## src/rtl/apb_regfile_slave.sv

```systemverilog
// APB3 completer with a small register file: ID (ro), status (ro), then R/W words.
// Optional byte-lane write strobes are enabled by defining APB_PSTRB_EN.
module apb_regfile_slave #(
    parameter int unsigned ADD_WIDTH   = 8,
    parameter int unsigned DATA_WIDTH  = 32,
    parameter int unsigned NUM_REGS    = 8,
    parameter int unsigned WAIT_STATES = 0,
    parameter logic [31:0] ID_VALUE    = 32'hA5B0_0001
) (
    input  logic                           top_clk,
    input  logic                           prst,
    input  logic                           psel,
    input  logic                           penable,
    input  logic                           pwr,
    input  logic [ADD_WIDTH-1:0]           padd,
    input  logic [DATA_WIDTH-1:0]          pwdata,
`ifdef APB_PSTRB_EN
    input  logic [DATA_WIDTH/8-1:0]        pstrb,
`endif
    output logic [DATA_WIDTH-1:0]          prdata,
    output logic                           pready,
    output logic                           pslverr,
    input  logic [DATA_WIDTH-1:0]          sts_in,
    output logic [NUM_REGS*DATA_WIDTH-1:0] reg_q,
    output logic [NUM_REGS-1:0]            wr_pulse
);

    localparam int unsigned NB    = DATA_WIDTH / 8;
    localparam int unsigned LSB_W = $clog2(NB);
    localparam int unsigned CNT_W = 4;

    typedef enum logic {
        IDLE   = 1'b0,
        ACCESS = 1'b1
    } state_e;

    state_e                 state_q, state_d;
    logic [CNT_W-1:0]       cnt_q, cnt_d;
    logic [ADD_WIDTH-1:0]   idx_q, idx_d;
    logic                   pwr_q, pwr_d;
    logic                   err_q, err_d;
    logic [DATA_WIDTH-1:0]  wdata_q, wdata_d;
    logic [DATA_WIDTH-1:0]  regs_q [NUM_REGS];
    logic [DATA_WIDTH-1:0]  regs_d [NUM_REGS];
    logic [NUM_REGS-1:0]    wr_pulse_q, wr_pulse_d;
`ifdef APB_PSTRB_EN
    logic [NB-1:0]          strb_q, strb_d;
`endif

    logic [ADD_WIDTH-1:0]   idx_c;
    logic                   misalign_c;
    logic                   err_c;

    // Setup-phase decode; the result is latched so ACCESS ignores bus changes.
    always_comb begin
        idx_c      = padd >> LSB_W;
        misalign_c = (padd & ADD_WIDTH'(NB - 1)) != '0;
        err_c      = misalign_c
                   | (32'(idx_c) >= NUM_REGS)
                   | (pwr & (idx_c < ADD_WIDTH'(2)));
`ifdef APB_PSTRB_EN
        err_c      = err_c | (~pwr & (pstrb != '0));
`endif
    end

    // Registers 0 and 1 are not storage: ID constant and live status.
    for (genvar g = 0; g < NUM_REGS; g++) begin : g_exp
        if (g == 0) begin : g_id
            assign reg_q[g*DATA_WIDTH +: DATA_WIDTH] = DATA_WIDTH'(ID_VALUE);
        end else if (g == 1) begin : g_sts
            assign reg_q[g*DATA_WIDTH +: DATA_WIDTH] = sts_in;
        end else begin : g_rw
            assign reg_q[g*DATA_WIDTH +: DATA_WIDTH] = regs_q[g];
        end
    end

    assign pready   = (state_q == ACCESS) && (cnt_q == '0);
    assign pslverr  = pready & err_q;
    assign wr_pulse = wr_pulse_q;

    always_comb begin
        prdata = '0;
        if (pready && !pwr_q && !err_q) begin
            for (int unsigned k = 0; k < NUM_REGS; k++) begin
                if (idx_q == ADD_WIDTH'(k)) begin
                    prdata = reg_q[k*DATA_WIDTH +: DATA_WIDTH];
                end
            end
        end
    end

    // Next-state, wait counting and write commit.
    always_comb begin
        state_d    = state_q;
        cnt_d      = cnt_q;
        idx_d      = idx_q;
        pwr_d      = pwr_q;
        err_d      = err_q;
        wdata_d    = wdata_q;
        regs_d     = regs_q;
        wr_pulse_d = '0;
`ifdef APB_PSTRB_EN
        strb_d     = strb_q;
`endif
        case (state_q)
            IDLE: begin
                if (psel && !penable) begin
                    state_d = ACCESS;
                    cnt_d   = CNT_W'(WAIT_STATES);
                    idx_d   = idx_c;
                    pwr_d   = pwr;
                    err_d   = err_c;
                    wdata_d = pwdata;
`ifdef APB_PSTRB_EN
                    strb_d  = pstrb;
`endif
                end
            end
            ACCESS: begin
                if (!psel) begin
                    state_d = IDLE;
                end else if (penable) begin
                    if (cnt_q != '0) begin
                        cnt_d = cnt_q - CNT_W'(1);
                    end else begin
                        state_d = IDLE;
                        if (pwr_q && !err_q) begin
                            for (int unsigned k = 2; k < NUM_REGS; k++) begin
                                if (idx_q == ADD_WIDTH'(k)) begin
`ifdef APB_PSTRB_EN
                                    for (int unsigned b = 0; b < NB; b++) begin
                                        if (strb_q[b]) begin
                                            regs_d[k][8*b +: 8] = wdata_q[8*b +: 8];
                                        end
                                    end
`else
                                    regs_d[k] = wdata_q;
`endif
                                    wr_pulse_d[k] = 1'b1;
                                end
                            end
                        end
                    end
                end
            end
            default: state_d = IDLE;
        endcase
    end

    always_ff @(posedge top_clk or negedge prst) begin
        if (!prst) begin
            state_q    <= IDLE;
            cnt_q      <= '0;
            idx_q      <= '0;
            pwr_q      <= 1'b0;
            err_q      <= 1'b0;
            wdata_q    <= '0;
            wr_pulse_q <= '0;
            for (int unsigned k = 0; k < NUM_REGS; k++) begin
                regs_q[k] <= '0;
            end
`ifdef APB_PSTRB_EN
            strb_q     <= '0;
`endif
        end else begin
            state_q    <= state_d;
            cnt_q      <= cnt_d;
            idx_q      <= idx_d;
            pwr_q      <= pwr_d;
            err_q      <= err_d;
            wdata_q    <= wdata_d;
            wr_pulse_q <= wr_pulse_d;
            regs_q     <= regs_d;
`ifdef APB_PSTRB_EN
            strb_q     <= strb_d;
`endif
        end
    end

endmodule

```

## config.mk

```make
export PLATFORM = sky130hd
export DESIGN_NAME = apb_regfile_slave
export DESIGN_NICKNAME = d
export VERILOG_FILES = /design/src/rtl/apb_regfile_slave.sv
export SDC_FILE = /design/constraint.sdc
export NUM_CORES = 1
export LEC_CHECK = 0
export CAP_MARGIN = 5
export CORE_MARGIN = 2
export CORE_UTILIZATION = 45
export CTS_CLUSTER_DIAMETER = 200
export CTS_CLUSTER_SIZE = 20
export DETAILED_ROUTE_END_ITERATION = 7
export PLACE_DENSITY = 0.89
export SLEW_MARGIN = 20
export SYNTH_ARGS = -nofsm -noshare
export SYNTH_HDL_FRONTEND = slang
export SYNTH_SLANG_ARGS = --single-unit
```

## constraint.sdc

```tcl
create_clock -name top_clk -period 3.4 [get_ports top_clk]
set_input_delay 0.51 -clock top_clk [delete_from_list [all_inputs] [get_ports top_clk]]
set_output_delay 0.51 -clock top_clk [all_outputs]
set_load 0.02 [all_outputs]
```

After elaboration in Yosys (flattened, before gate mapping)
Index checks and enable logic that the tools add are counted.
- memory bits (writable): 0
- bits in latches: 0
- register bits after elaboration: 243
- bits in read-only memories: 0
- output and inout port bits: 298
- input port bits: 77
- word-level logic and storage cells: 83
- memories: 0
- shifts and indexed selects: 0
- div/mod/pow operators: 0
- reduce and logical (&&, ||, !) cells: 20
- $mul: 0
- equal/unequal tests: 11
- multiplexer cells: 30
- bitwise operators: 6
- order comparisons: 2
- add/sub/neg operators: 1
- operator list (operator ; count):
    $mux 32 ; 9
    $reduce_and 6->1 ; 6
    $mux 6 ; 5
    $eq 6x3->1 const B ; 4
    $mux 4 ; 4
    $eq 6x2->1 const B ; 2
    $mux 1 ; 10
    $logic_not 8->1 ; 1
    $pmux 4 s2 ; 1
    $reduce_bool 8->1 ; 1
    $eq 6x1->1 const B ; 1
    $ge 6x4->1 const B ; 1
    $lt 6x2->1 const B ; 1
    $ne 2x2->1 const B ; 3
    $logic_and 1x1->1 ; 5
    $logic_not 4->1 ; 1
    $reduce_and 4->1 ; 1
    $reduce_bool 4->1 ; 1
    $sub 4x1->4 const B ; 1
    $logic_not 1->1 ; 3
    $and 1x1->1 ; 2
    $ne 2x1->1 const B ; 1
    $not 1->1 ; 2
    $or 1x1->1 ; 2
    other kinds (2) ; 2

Logic depth before layout (Yosys ltp)
Gate-level depths: netlist of the first run.
- depth after elaboration: 10
- gate-level depth with buffers: 9
- mapped depth without buffers: 6

Least setup slack after synthesis of the first run
Ideal clock, no wire load.
- path type: register -> register
- from: register cnt_q[0]
- to: register regs_q, in the netlist reg_q[161]
- required time: 3.275 ns
- setup time: 0.125 ns
- arrival: 2.411 ns
- setup slack: 0.865 ns
- cell stages (with the launch flop): 9
- cell sequence: dfrtp_1 -> inv_1 -> ha_1 -> nand4bb_1 -> or4b_1 -> clkbuf_2 -> nor4b_2 -> buf_2 -> mux2_2
- word-level cells in the longest chain between the ends: 3
- ends and longest elaborated chain (item ; RTL line ; RTL):
    from (decl) ; 38 ; logic [CNT_W-1:0] cnt_q, cnt_d;
    from (signal assigned) ; 167 ; cnt_q <= cnt_d;
    $reduce_bool 4->1 ; 123 ; if (cnt_q != '0) begin
    $not 1->1 (no source line) ; - ;
    $reduce_and 6->1 (no source line) ; - ;
    to (signal assigned) ; 173 ; regs_q <= regs_d;
    to (decl) ; 43 ; logic [DATA_WIDTH-1:0] regs_q [NUM_REGS];
Every way passes these cells.
A chain may end at the register's enable or synchronous reset.

Worst setup path in the final report of the first run
- from: register idx_q[1]
- to: output port prdata[27]
- word-level cells in the longest chain between the ends: 9
- ends and longest elaborated chain (item ; RTL line ; RTL):
    from (decl) ; 39 ; logic [ADD_WIDTH-1:0] idx_q, idx_d;
    from (signal assigned) ; 168 ; idx_q <= idx_d;
    $eq 6x1->1 ; 85 ; if (idx_q == ADD_WIDTH'(k)) begin
    $mux 32 (6 in series) ; 85 ;
    $mux 32 * ; 85 ;
    $mux 32 * ; 83 ; if (pready && !pwr_q && !err_q) begin
    to (decl) ; 20 ; output logic [DATA_WIDTH-1:0] prdata,
Every way passes the cells marked *; elsewhere a longest branch is shown, timed or not.

==> results of run 1 <==
-- metrics by stage --
stage          hold slack, ns  setup TNS, ns
6_report               0.0320              0
5_1_grt                0.0583        -0.0568
4_1_cts                0.0435              0
3_5_place_dp            0.493              0
3_3_place_gp            0.485              0
2_1_floorplan           0.214              0
-- power groups by stage --
stage | clock network (W) | logic, W | registers [W]
after floorplan | 0 | 0.000727 | 0.00321
after global placement | 0 | 0.00103 | 0.00335
after detailed placement | 0 | 0.00106 | 0.00336
after CTS | 0.00192 | 0.00112 | 0.00329
after global routing | 0.00204 | 0.00127 | 0.00330
final | 0.00188 | 0.00118 | 0.00328
-- state kept, by name, indices dropped and copies added, names as in the netlist --
signal,flops
cnt_q,4
pwr_q,1
state_q,1
wr_pulse,6
err_q,1
reg_q,192
wdata_q,32
idx_q,6
-- cell usage after synthesis --
cell type                   number  area share
sky130_fd_sc_hd__clkbuf_1       27      0.0088
sky130_fd_sc_hd__inv_1          16      0.0052
sky130_fd_sc_hd__dfrtp_1       243        0.53
sky130_fd_sc_hd__clkbuf_2        2     0.00087
sky130_fd_sc_hd__or3_1           2      0.0011
sky130_fd_sc_hd__buf_1           6      0.0020
sky130_fd_sc_hd__a21o_1          2      0.0013
sky130_fd_sc_hd__o21ai_0         1     0.00044
sky130_fd_sc_hd__nand4bb_1       1     0.00098
sky130_fd_sc_hd__a211oi_1        1     0.00065
sky130_fd_sc_hd__o22ai_1        12      0.0065
sky130_fd_sc_hd__or4b_2          1     0.00087
sky130_fd_sc_hd__and2_1          2      0.0011
sky130_fd_sc_hd__buf_6           3      0.0029
sky130_fd_sc_hd__nand2_1        24      0.0079
sky130_fd_sc_hd__nor3_1         11      0.0048
sky130_fd_sc_hd__o211ai_1        8      0.0052
sky130_fd_sc_hd__nand4_1         1     0.00055
sky130_fd_sc_hd__or4b_1          1     0.00087
sky130_fd_sc_hd__mux2i_1         9      0.0079
sky130_fd_sc_hd__buf_4          66       0.043
sky130_fd_sc_hd__buf_2          15      0.0065
sky130_fd_sc_hd__conb_1          2     0.00065
sky130_fd_sc_hd__nor4_1          2      0.0011
sky130_fd_sc_hd__nand2b_1        3      0.0016
sky130_fd_sc_hd__ha_1            1      0.0011
sky130_fd_sc_hd__nor4b_1         1     0.00076
sky130_fd_sc_hd__nor2b_1         1     0.00055
sky130_fd_sc_hd__nor4b_2         1      0.0013
sky130_fd_sc_hd__mux4_2         32       0.063
sky130_fd_sc_hd__nor2_1         16      0.0052
sky130_fd_sc_hd__a22o_1         13      0.0099
sky130_fd_sc_hd__a21boi_0        2      0.0013
sky130_fd_sc_hd__or4_1           3      0.0020
sky130_fd_sc_hd__a32o_1          1     0.00087
sky130_fd_sc_hd__a21oi_1        10      0.0044
sky130_fd_sc_hd__mux2_2        255        0.25
sky130_fd_sc_hd__o31ai_1         1     0.00065
sky130_fd_sc_hd__a22oi_1        24       0.016
-- layout make-up --
| type | instances | area share |
|---|---|---|
| clock buffer | 18 | 0.0274 |
| clock inverter | 1 | 0.00128 |
| inverter | 16 | 0.00384 |
| multi-input combinational | 476 | 0.305 |
| sequential | 243 | 0.389 |
| tap | 330 | 0.0264 |
| timing repair buffer | 385 | 0.247 |
-- worst paths after layout --
check	startpoint	endpoint	cells after the start
max	idx_q[1]$_DFFE_PN0P_	prdata[27]	6
min	prst	reg_q[125]$_DFFE_PN0P_	1
max reg2reg	cnt_q[0]$_DFFE_PN0P_	reg_q[132]$_DFFE_PN0P_	7
min reg2reg	cnt_q[1]$_DFFE_PN0P_	cnt_q[1]$_DFFE_PN0P_	1
max in group asynchronous	prst	reg_q[94]$_DFFE_PN0P_	2
min in group top_clk	cnt_q[1]$_DFFE_PN0P_	cnt_q[1]$_DFFE_PN0P_	1
-- cell usage in the layout (no fill, tap or decap), types with 3 or more instances in the layout --
master,synthesis,routed
sky130_fd_sc_hd__buf_12,0,8
sky130_fd_sc_hd__a22oi_1,24,24
sky130_fd_sc_hd__a21oi_1,10,10
sky130_fd_sc_hd__a22o_1,13,13
sky130_fd_sc_hd__buf_8,0,3
sky130_fd_sc_hd__buf_4,66,35
sky130_fd_sc_hd__mux2i_1,9,9
sky130_fd_sc_hd__nand2_1,24,24
sky130_fd_sc_hd__nor3_1,11,6
sky130_fd_sc_hd__dlymetal6s2s_1,0,6
sky130_fd_sc_hd__nor2_1,16,15
sky130_fd_sc_hd__clkbuf_16,0,17
sky130_fd_sc_hd__o211ai_1,8,8
sky130_fd_sc_hd__inv_1,16,16
sky130_fd_sc_hd__conb_1,2,34
sky130_fd_sc_hd__mux2_2,255,255
sky130_fd_sc_hd__clkdlybuf4s50_1,0,326
sky130_fd_sc_hd__nor3_2,0,5
sky130_fd_sc_hd__dlygate4sd2_1,0,7
sky130_fd_sc_hd__mux4_2,32,32
sky130_fd_sc_hd__o22ai_1,12,12
sky130_fd_sc_hd__dfrtp_1,243,241
-- critical path, delay by kind of cell (launching register included) --
kind	cells	cell delay, ns
DFF	1	0.63
buffers and inverters	2	0.88
AOI/OAI and AO/OA	2	0.35
and+or+nand+nor	1	0.06
muxes	1	0.37
-- per-layer routing --
metal  routed length, um  GRT usage  up-vias
li1                    -          -     3519
met5                   0          0        -
met3                2480     0.0549       52
met2               17700      0.441      350
met4                 844     0.0706        0
met1               13500      0.328     4207
-- logic make-up after synthesis --
family | synth area share
muxes | 0.321
other | 0.000655
and+or+nand+nor | 0.0306
DFF | 0.530
AOI/OAI and AO/OA | 0.0470
buffers and inverters | 0.0696
adders and majority gates | 0.00109
-- timing repair --
item | in CTS | in global routing
cloned | 0 | 0
resized for setup | 8 | 8
setup buffers | 2 | 7
setup endpoints to repair | 13 | 25
==> impl.org, run 1 <==
** Clock network
- Clk sinks :: approximately 240
- Root buffer cell :: sky130_fd_sc_hd__clkbuf_16
- CTS built an H-tree with a depth of 1.
- CTS tree :: built
- Skew-Pair Late Insertion Delay :: around 0.5 ns
- Number of buffers created by CTS :: 16
- Clock transition time at the flip-flop clock pins of the worst setup and hold paths :: approximately 0.090 ns
- The clock passes through at most 3 buffers.
- Number of hold buffers added after cts :: 0

** STA
- Part of the cycle the worst path needs :: 0.972
- Slew at the pin closest to its max-slew limit :: around 0.69 ns
- Setup Skew :: between 0.015 and 0.02 ns
- The count of final max-slew check failures came to 0.
- Fmax achieved :: between 300 and 400 MHz
- The worst path needs ~3.3 ns of the cycle, external delays included.
- Worst max-slew margin expressed relative to the limit :: 0.542
- Setup violations, final :: 0
- The number of hold violations in the final report is 0.
- Post-route setup slack :: 0.0939 ns

** Drt
- The first TritonRoute pass finished after 5 iterations.
- Detail-routed net length per standard cell :: between 20 and 25 um
- The detail route stage leaves a number of antenna-violating nets equal to 0.
- Routed via count divided by cell count :: between 5 and 6
- Summing over every cut layer, the via total after detailed routing is slightly above 8000.
- The first routing iteration left 530 violations.
- Aggregate routed wire length :: 34500 um
- After detailed routing, the number of remaining DRC violations is 0.

** Power
- Of the total power, combinational logic draws 0.187.
- Reported leakage power :: between 7 and 8 nW
- Summed over all nets, the switching power comes to approximately 0.0018 W.
- Total power draw :: around 0.0063 W
- Of the total power, the share spent switching nets is 0.288.
- Total power density per cell area :: around 400 nW/um2
- Worst IR drop on VDD :: 0.266 mV
- The share of total power dissipated in sequential elements is 0.517.
- Share of total power in the clock network :: 0.296
- Internal cell power :: 0.00451 W

** Placement
- Once placement completed, the tool counted placed cells totaling 1441.
- Timing analysis after detailed placement gives a worst setup slack of 0.373 ns.
- Once placement finished, the instance area stood at around 15000 um2.
- Placed wire-length estimate after detailed placement :: around 24000 um
- Input and output buffers added on the ports amount to 340.
- Final weighted congestion in routability-driven placement :: roughly 0.84

** Worst setup path
- Worst Setup Start Kind :: flip-flop
- Worst Path Class, Setup :: flip-flop to output pin
- Required time worst endpoint :: just under 3 ns
- CP Capture Type :: output pin
- CP Max Fanout :: 16
- The critical path goes through buf_4 > mux2_2 > a22o_1 > a22oi_1 > nor2_1 > clkdlybuf4s50_1.
- The largest single stage delay on the critical path is about 0.63 ns.
- Worst-case register-to-register setup slack :: 0.61 ns
- Data arrives at the worst endpoint at roughly 2.8 ns.
- The slowest stage of the critical path is the sky130_fd_sc_hd__dfrtp_4 cell.

** Final layout
- Across the whole layout, storage elements account for a little over 6000 um2.
- Synth-to-Final Area Change :: 36.5%
- 0 antenna diodes ended up in the layout.
- In the final layout, the multi-input gates occupy 4780 um2.
- Filler-free cell count of the finished design :: 1469
- Filler Cells Inserted :: 1916
- Post-layout util :: 0.623
- The final layout contains around 1200 nets.
- Summing all non-filler instances in the final layout gives an area of between 15000 and 20000 um2.
- Share of layout cells above drive strength 1 :: 0.321

** Floorplan
- Placement Rows :: 58
- Die Footprint :: 26800 um2
- The initial utilization of the core area, before any placement, comes to 0.457.
- Die span in x :: between 150 and 200 um
- The core region is between 20000 and 30000 um2.
- I/O pins :: between 300 and 400
- Die height :: between 150 and 200 um

** Synth
- During synthesis, Yosys emitted a total of 0 warnings.
- The share of the Yosys chip area taken by registers is 0.530.
- Synthesis produced roughly 820 cells.
- Counting flops and latches in the post-synthesis netlist gives about 240.
- Total standard cell area after synthesis :: roughly 11000 um2
- Syn_area_per_cell :: between 10 and 15 um2
- Distinct cell type count of the synthesized netlist :: 39

** Worst hold path
- The path class of the tightest hold or removal check is input port to asynchronous set/reset pin.

** Run
- Across the run, the number of max-cap violations was 0.

** Status
- Outcome :: finished clean

** Global routing
- Largest net degree at the start of global routing :: 92
- Grt total ovfl :: 0
- The number of antenna violations at the first check in global routing is 0.
- Via count of the first global-routing pass :: about 8500
- In the global route stage, overall resource usage came out at 0.256.
- The first global-routing pass estimated approximately 52000 um of wire.
No activity file was read; power rests on OpenSTA's default activity.
==> run 2, diff against run 1 <==
GPL_TIMING_DRIVEN = 0   (was default)
==> impl.org, run 2 (synthesis gave the netlist of run 1 again) <==
** Status
- The run finished with clean final reports.

** STA
- Part of the cycle the worst path needs :: 0.971 (-0.00102)
- The maximum achievable frequency is 303 MHz (+0.11%).
- Slew at the pin closest to its max-slew limit :: 0.961 ns (+0.274 ns)
- Worst max-slew margin expressed relative to the limit :: 0.359 (-0.182)
- The final critical path time including I/O delays and setup is 3.30 ns (-0.00346 ns).
- The number of hold violations in the final report came to 0 (unchanged).
- The worst clock skew came to 0.0160 ns (-0.000416 ns).
- The count of endpoints failing setup in the final report is 0 (unchanged).
- Count of pins over their slew limit :: 0 (unchanged)
- The total negative slack for setup checks came to 0 ns (unchanged).

** Worst setup path
- Worst Path Arrival :: 2.79 ns (about the same)
- Required time worst endpoint :: 2.89 ns (about the same)
- In this run the critical register-to-register path is captured at reg_q[214]$_DFFE_PN0P_.
- In this run the worst setup path begins at idx_q[3]$_DFFE_PN0P_.
- Origin of the critical flop-to-flop path :: cnt_q[0]$_DFFE_PN0P_
- The worst setup path is of the flip-flop to output pin kind.
- Crit path max-delay cell type :: sky130_fd_sc_hd__clkdlybuf4s50_1
- Reg2reg path depth :: 8 (+1)
- CP cell instances :: nor3_1 > and2_1 > clkbuf_2 > a22oi_1 > nor2_1 > clkdlybuf4s50_1
- The delay of the slowest critical-path stage came to 0.64 ns (about the same).
- The worst setup path is launched from a flip-flop.
- Worst-case register-to-register setup slack :: 0.18 ns (-0.43 ns)
- CP Max Fanout :: 10 (-6)
- The worst setup path is captured at an output pin.
- Following the worst setup path forward leads to its endpoint at prdata[9].

** Clock network
- Maximum root-to-sink buffer count :: 3 (unchanged)
- The maximum level of the CTS H-tree was 1 (unchanged).
- Clock transition time at the flip-flop clock pins of the worst setup and hold paths :: 0.08 ns (about the same)
- Clk sinks :: 243 (unchanged)
- TritonCTS built the clock tree.
- Post CTS Setup Buffer Count :: 0 (-2)
- Root buffer cell :: sky130_fd_sc_hd__clkbuf_16
- Skew-Pair Late Insertion Delay :: 0.49 ns (about the same)
- Number of buffers created by CTS :: 16 (unchanged)

** Floorplan
- Area inside the core boundary :: 25100 um2 (unchanged)
- Die span in x :: 164 um (unchanged)
- I/O pins :: 375 (unchanged)
- The starting utilization of the core area was 0.457 (unchanged).
- Placement Rows :: 58 (unchanged)
- Die Footprint :: 26800 um2 (unchanged)
- The die height was 164 um (unchanged).

** Placement
- The final RePlAce weighted congestion was 0.811 (-3.2%).
- The number of port buffers is 340 (unchanged).
- The detailed-placement wirelength estimate was 27800 um (+16%).
- The cell count after placement came to 1526 (+5.9%).

** Drt
- The mean number of vias per cell is 5.62 (+1.5%).
- Post-detailed-route DRC marker count :: 0 (unchanged)
- The aggregate routed wire length was 39000 um (+13%).
- Violation count after the first detailed-routing iteration :: 608 (+15%)
- Detail-routed net length per standard cell :: 25.3 um (+7.6%)
- The via total after detailed routing is 8670 (+6.7%).
- Detailed Routing Iterations Pass 1 :: 5 (unchanged)
- The residual antenna-violating net count after detailed routing is 0 (unchanged).

** Worst hold path
- In this run the worst hold path is classified as flip-flop to flip-flop.

** Global routing
- Via count of the first global-routing pass :: 9103 (+7.2%)
- The total routing resource utilization after global routing was 0.290 (+0.0336).
- The met2 track demand over resource in global routing is 0.498 (+0.0573).
- Met1 track utilization from global routing :: 0.356 (+0.0281)
- The total overflow reported by the global router is 0 (unchanged).
- Largest net degree at the start of global routing :: 93 (+1.1%)
- The number of antenna violations at the first check in global routing came to 1 (+1).
- Global-route wire length before repair :: 57200 um (+10%)
- Busiest metal layer after global routing :: met2
- The global routing usage on met3 was 0.0602 (+0.00533).

** Power
- Total power draw :: 0.00645 W (+1.9%)
- Total power density per cell area :: 402 nW/um2 (-0.67%)
- The static leakage was 7.52 nW (+6.6%).
- The worst voltage drop across the vdd grid was 0.454 mV (+71%).

** Final layout
- Synth-to-Final Area Change :: 40.0%
- The library cell used most frequently in the layout, excluding fill and tap cells, is sky130_fd_sc_hd__clkdlybuf4s50_1.
- Layout net count :: 1291 (+6.2%)
- Most frequent cells in the layout :: sky130_fd_sc_hd__clkdlybuf4s50_1, sky130_fd_sc_hd__mux2_2, sky130_fd_sc_hd__dfrtp_1
- The count of placed standard cells in the final layout, fillers left out came to 1544 (+5.1%).
- Number of flip-flops under the largest register name :: 192 (unchanged)
- Share of layout cells above drive strength 1 :: 0.355 (+0.0340)

** Run
- Max-cap viol count :: 0 (unchanged)
-- run 2: cell count changes in the layout (fill, tap and decap cells not counted), sizes merged --
cell | before | now
dlymetal6s2s | 6 | 12
dlygate4sd2 | 7 | 14
clkdlybuf4s50 | 326 | 313
clkbuf | 18 | 40
buf | 46 | 97
diode | 0 | 1
dlygate4sd3 | 0 | 1
-- run 2: stage by stage --
stage,util,cell area (um2),hold slack [ns],worst slack [ns]
floorplan,-,11600,0.214,0.865
global placement,0.614,15400,0.481,-8.21
detailed placement,0.616,15500,0.508,-0.673
CTS,0.638,16000,0.533,-0.0215
global route,0.639,16100,0.541,-0.00620
finish,0.640,16100,0.531,0.0973
-- run 2: area by class of cell --
cell class                      instances  area (um2)
Antenna cell                            1        2.50
Buffer                                117         807
Clock buffer                           17         425
Clock inverter                          1        20.0
Fill cell                            1918        9050
Inverter                               16        60.1
Multi-Input combinational cell        476        4760
Sequential cell                       243        6080
Tap cell                              330         413
Timing Repair Buffer                  343        3490
-- run 2: where the power goes --
group | switching [W] | leakage (nW) | internal, W | total, W
clock network | 0.000993 | 0.219 | 0.000907 | 0.00190
registers | 0.000222 | 3.30 | 0.00302 | 0.00325
logic | 0.000721 | 4.00 | 0.000586 | 0.00131
-- run 2: per-layer routing --
metal	wire, um	vias up
li1	-	3675
met1	15000	4459
met2	19600	442
met3	2860	94
met4	1520	0
met5	0	-
-- run 2: what timing repair did --
action,4_1_cts,5_1_grt
endpoints found under the hold margin,66,0
gates resized for setup,63,21
hold buffers,1,0
endpoints found under the setup margin,62,101
cloned,0,0
-- run 2: worst min-delay path by stage --
stage                     cells after the start              startpoint  slack (ns)                endpoint
after CTS                                     1  reg_q[234]$_DFFE_PN0P_        0.53  reg_q[234]$_DFFE_PN0P_
after global routing                          1    cnt_q[1]$_DFFE_PN0P_        0.54    cnt_q[1]$_DFFE_PN0P_
final                                         1  reg_q[234]$_DFFE_PN0P_        0.53  reg_q[234]$_DFFE_PN0P_
after floorplan                               0                    prst        0.21    cnt_q[0]$_DFFE_PN0P_
after detailed placement                      1                    prst        0.51  reg_q[250]$_DFFE_PN0P_
after global placement                        1    cnt_q[1]$_DFFE_PN0P_        0.48    cnt_q[1]$_DFFE_PN0P_
-- run 2: critical path: cells and delay by family, from the launching register on --
family / cells / cell delay (ns)
buf+inv: 2 / 1.03
simple gates: 3 / 0.66
flops: 1 / 0.42
compound gates: 1 / 0.18
==> run 3, diff against run 2 <==
--- a/config.mk
+++ b/config.mk
@@ -15,3 +15,3 @@
 export PLACE_DENSITY = 0.89
-export SLEW_MARGIN = 20
+export SLEW_MARGIN = 25
 export SYNTH_ARGS = -nofsm -noshare
==> constraint.sdc (replaced) <==
create_clock -name top_clk -period 3.4 [get_ports top_clk]
set_input_delay 0.34 -clock top_clk [delete_from_list [all_inputs] [get_ports top_clk]]
set_output_delay 0.34 -clock top_clk [all_outputs]
set_load 0.02 [all_outputs]
==> impl.org, run 3 (synthesis gave the netlist of run 1 again) <==
** Worst setup path
- The startpoint identified for the worst register-to-register timing path is cnt_q[0]$_DFFE_PN0P_.
- End of the worst register-to-register path :: reg_q[107]$_DFFE_PN0P_
- Worst Setup Start Kind :: flip-flop
- STA classifies the critical path endpoint as an output pin.
- The path depth of the worst reg2reg path came to 8 (unchanged).
- The critical path data arrival time is 2.95 ns (+0.16 ns).
- The worst setup path is of the flip-flop to output pin kind.
- The minimum setup slack among reg-to-reg paths is 0.28 ns (+0.10 ns).
- Required time worst endpoint :: 3.06 ns (+0.17 ns)
- CP Max Fanout :: 10 (unchanged)

** STA
- Part of the cycle the worst path needs :: 0.967 (-0.00413)
- The number of hold violations in the final report was 0 (unchanged).
- The total negative slack for setup checks was 0 ns (unchanged).
- Fmax achieved :: 304 MHz (+0.43%)
- Setup Skew :: 0.0212 ns (+0.00522 ns)
- Setup violations, final :: 0 (unchanged)
- Setup repair after global routing missed its margin :: false
- Count of pins over their slew limit :: 0 (unchanged)
- Slew at the pin closest to its max-slew limit :: 0.946 ns (-0.0148 ns)
- The final critical path time including I/O delays and setup was 3.29 ns (-0.0140 ns).
- Worst hold slack :: 0.397 ns (-0.134 ns)
- The tightest slew margin relative to the limit was 0.369 (+0.00988).

** Placement
- Post-placement cell count :: 1526 (unchanged)
- Final weighted congestion in routability-driven placement :: 0.811 (unchanged)
- Count of input and output buffers :: 340 (unchanged)
- Placed wire-length estimate after detailed placement :: 27700 um (about the same)

** Global routing
- The number of antenna violations at the first check in global routing came to 0 (-1).
- The first-pass GRT wire length came to 57100 um (-0.11%).
- The total overflow reported by the global router came to 0 (unchanged).
- Via count of the first global-routing pass :: 9104 (+0.011%)
- The total routing resource utilization after global routing was 0.289 (-0.000322).
- The pin count of the biggest net entering global routing is 93 (unchanged).

** Drt
- Post-detailed-route DRC marker count :: 0 (unchanged)
- The via total after detailed routing came to 8636 (-0.39%).
- The aggregate routed wire length was 38800 um (-0.51%).
- Detailed Routing Iterations Pass 1 :: 5 (unchanged)
- Detail-routed net length per standard cell :: 25.1 um (-0.57%)
- Routed via count divided by cell count :: 5.59 (-0.46%)
- The residual antenna-violating net count after detailed routing came to 0 (unchanged).
- The detailed router's first-iteration violation count came to 581 (-4.4%).

** Final layout
- Multi-input combinational cell area :: 4770 um2 (+0.24%)
- The fill cell total of the finished layout came to 1928 (+0.52%).
- The area of all sequential standard cells came to 6080 um2 (about the same).
- Most common cell after layout, fill and taps aside :: sky130_fd_sc_hd__clkdlybuf4s50_1
- Most frequent cells in the layout :: sky130_fd_sc_hd__clkdlybuf4s50_1, sky130_fd_sc_hd__mux2_2, sky130_fd_sc_hd__dfrtp_1
- The count of placed standard cells in the final layout, fillers left out was 1545 (+0.065%).
- The antenna cell count is 0 (-1).
- The final design utilization was 0.640 (about the same).
- The share of cells above drive strength 1 was 0.355 (-0.000585).
- Layout net count :: 1293 (+0.15%)
- Number of flip-flops under the largest register name :: 192 (unchanged)
- Synth-to-Final Area Change :: 40.0% (about the same)

** Power
- Worst IR drop on VDD :: 0.423 mV (-6.8%)
- The static leakage came to 7.41 nW (-1.5%).
- The total power divided by cell area is 401 nW/um2 (-0.24%).
- The overall power consumption came to 0.00644 W (-0.20%).

** Clock network
- Number of buffers created by CTS :: 16 (unchanged)
- The clock insertion delay at the later pin of the skew report came to 0.50 ns (about the same).
- The clock-pin slew reported for the worst setup and hold paths after clock tree synthesis was 0.08 ns (about the same).
- TritonCTS built the clock tree.
- Clk sinks :: 243 (unchanged)
- Root buffer cell :: sky130_fd_sc_hd__clkbuf_16
- Maximum root-to-sink buffer count :: 3 (unchanged)
- The maximum level of the CTS H-tree came to 1 (unchanged).

** Floorplan
- The I/O pin count was 375 (unchanged).
- Die span in x :: 164 um (unchanged)
- The overall die area was 26800 um2 (unchanged).
- The total core area came to 25100 um2 (unchanged).
- The die height is 164 um (unchanged).
- The starting utilization of the core area came to 0.457 (unchanged).
- Placement Rows :: 58 (unchanged)

** Worst hold path
- The worst hold path belongs to the class input port to asynchronous set/reset pin.

** Run
- The count of maximum capacitance violations came to 0 (unchanged).

** Status
- The run finished with clean final reports.
==> run 3: cell count changes in the layout (fill, tap and decap cells not counted), moves of 2 or more <==
| cell | change |
|---|---|
| sky130_fd_sc_hd__clkdlybuf4s50_1 | +13 |
| sky130_fd_sc_hd__dlygate4sd2_1 | -8 |
| sky130_fd_sc_hd__clkbuf_2 | +5 |
| sky130_fd_sc_hd__dlymetal6s2s_1 | -5 |
| sky130_fd_sc_hd__buf_4 | -3 |
| sky130_fd_sc_hd__clkbuf_4 | +3 |
| sky130_fd_sc_hd__buf_2 | -2 |
==> run 3: where the power goes <==
part	switching [W]	internal, W
registers	0.000207	0.00302
logic	0.000737	0.000583
clock network	0.000983	0.000907
==> run 3: repair_timing <==
action	4_1_cts	5_1_grt
hold endpoints to repair	67	0
setup endpoints to repair	62	74
hold buffers	1	0
resized for setup	48	20
buffers inserted	0	0
==> run 3: through the flow <==
step,setup WS (ns),cell area [um2]
after floorplan,0.865,11600
after global placement,-8.04,15400
after detailed placement,-0.434,15500
after CTS,0.00386,16000
after global routing,0.00318,16100
final,0.111,16100
==> run 3: metal layers <==
layer	global-route usage	share of wire	wire length, um	vias up
li1	-	-	-	3681
met2	0.499	0.50	19600	414
met4	0.106	0.037	1420	0
met5	0	0	0	-
met3	0.0594	0.074	2870	93
met1	0.360	0.39	14900	4448
==> run 3: worst max-delay path by stage <==
stage                               from                      to  slack, ns  depth (start not counted)
floorplan           cnt_q[0]$_DFFE_PN0P_  reg_q[161]$_DFFE_PN0P_       0.86                          8
global placement                    prst  reg_q[171]$_DFFE_PN0P_      -8.04                          1
detailed placement  idx_q[1]$_DFFE_PN0P_               prdata[0]      -0.43                          7
CTS                 idx_q[0]$_DFFE_PN0P_              prdata[22]      0.004                          6
global route        cnt_q[0]$_DFFE_PN0P_              prdata[11]      0.003                          7
finish              cnt_q[0]$_DFFE_PN0P_              prdata[14]       0.11                          8
==> run 3: critical path: stages (launching register included) <==
cell                              delay (ns)
sky130_fd_sc_hd__dfrtp_1                0.41
sky130_fd_sc_hd__inv_1                  0.07
sky130_fd_sc_hd__ha_1                   0.27
sky130_fd_sc_hd__nand4bb_4              0.19
sky130_fd_sc_hd__nor3_4                 0.21
sky130_fd_sc_hd__nand2_2                0.18
sky130_fd_sc_hd__clkbuf_4               0.29
sky130_fd_sc_hd__o22ai_1                0.20
sky130_fd_sc_hd__clkdlybuf4s50_1        0.63
==> run 3: final cells by class <==
type                       count  share of cell area
buffer                       119              0.0503
clock buffer                  17              0.0265
clock inverter                 1             0.00125
inverter                      16             0.00374
multi-input combinational    476               0.297
sequential                   243               0.379
tap                          330              0.0257
timing repair buffer         343               0.217
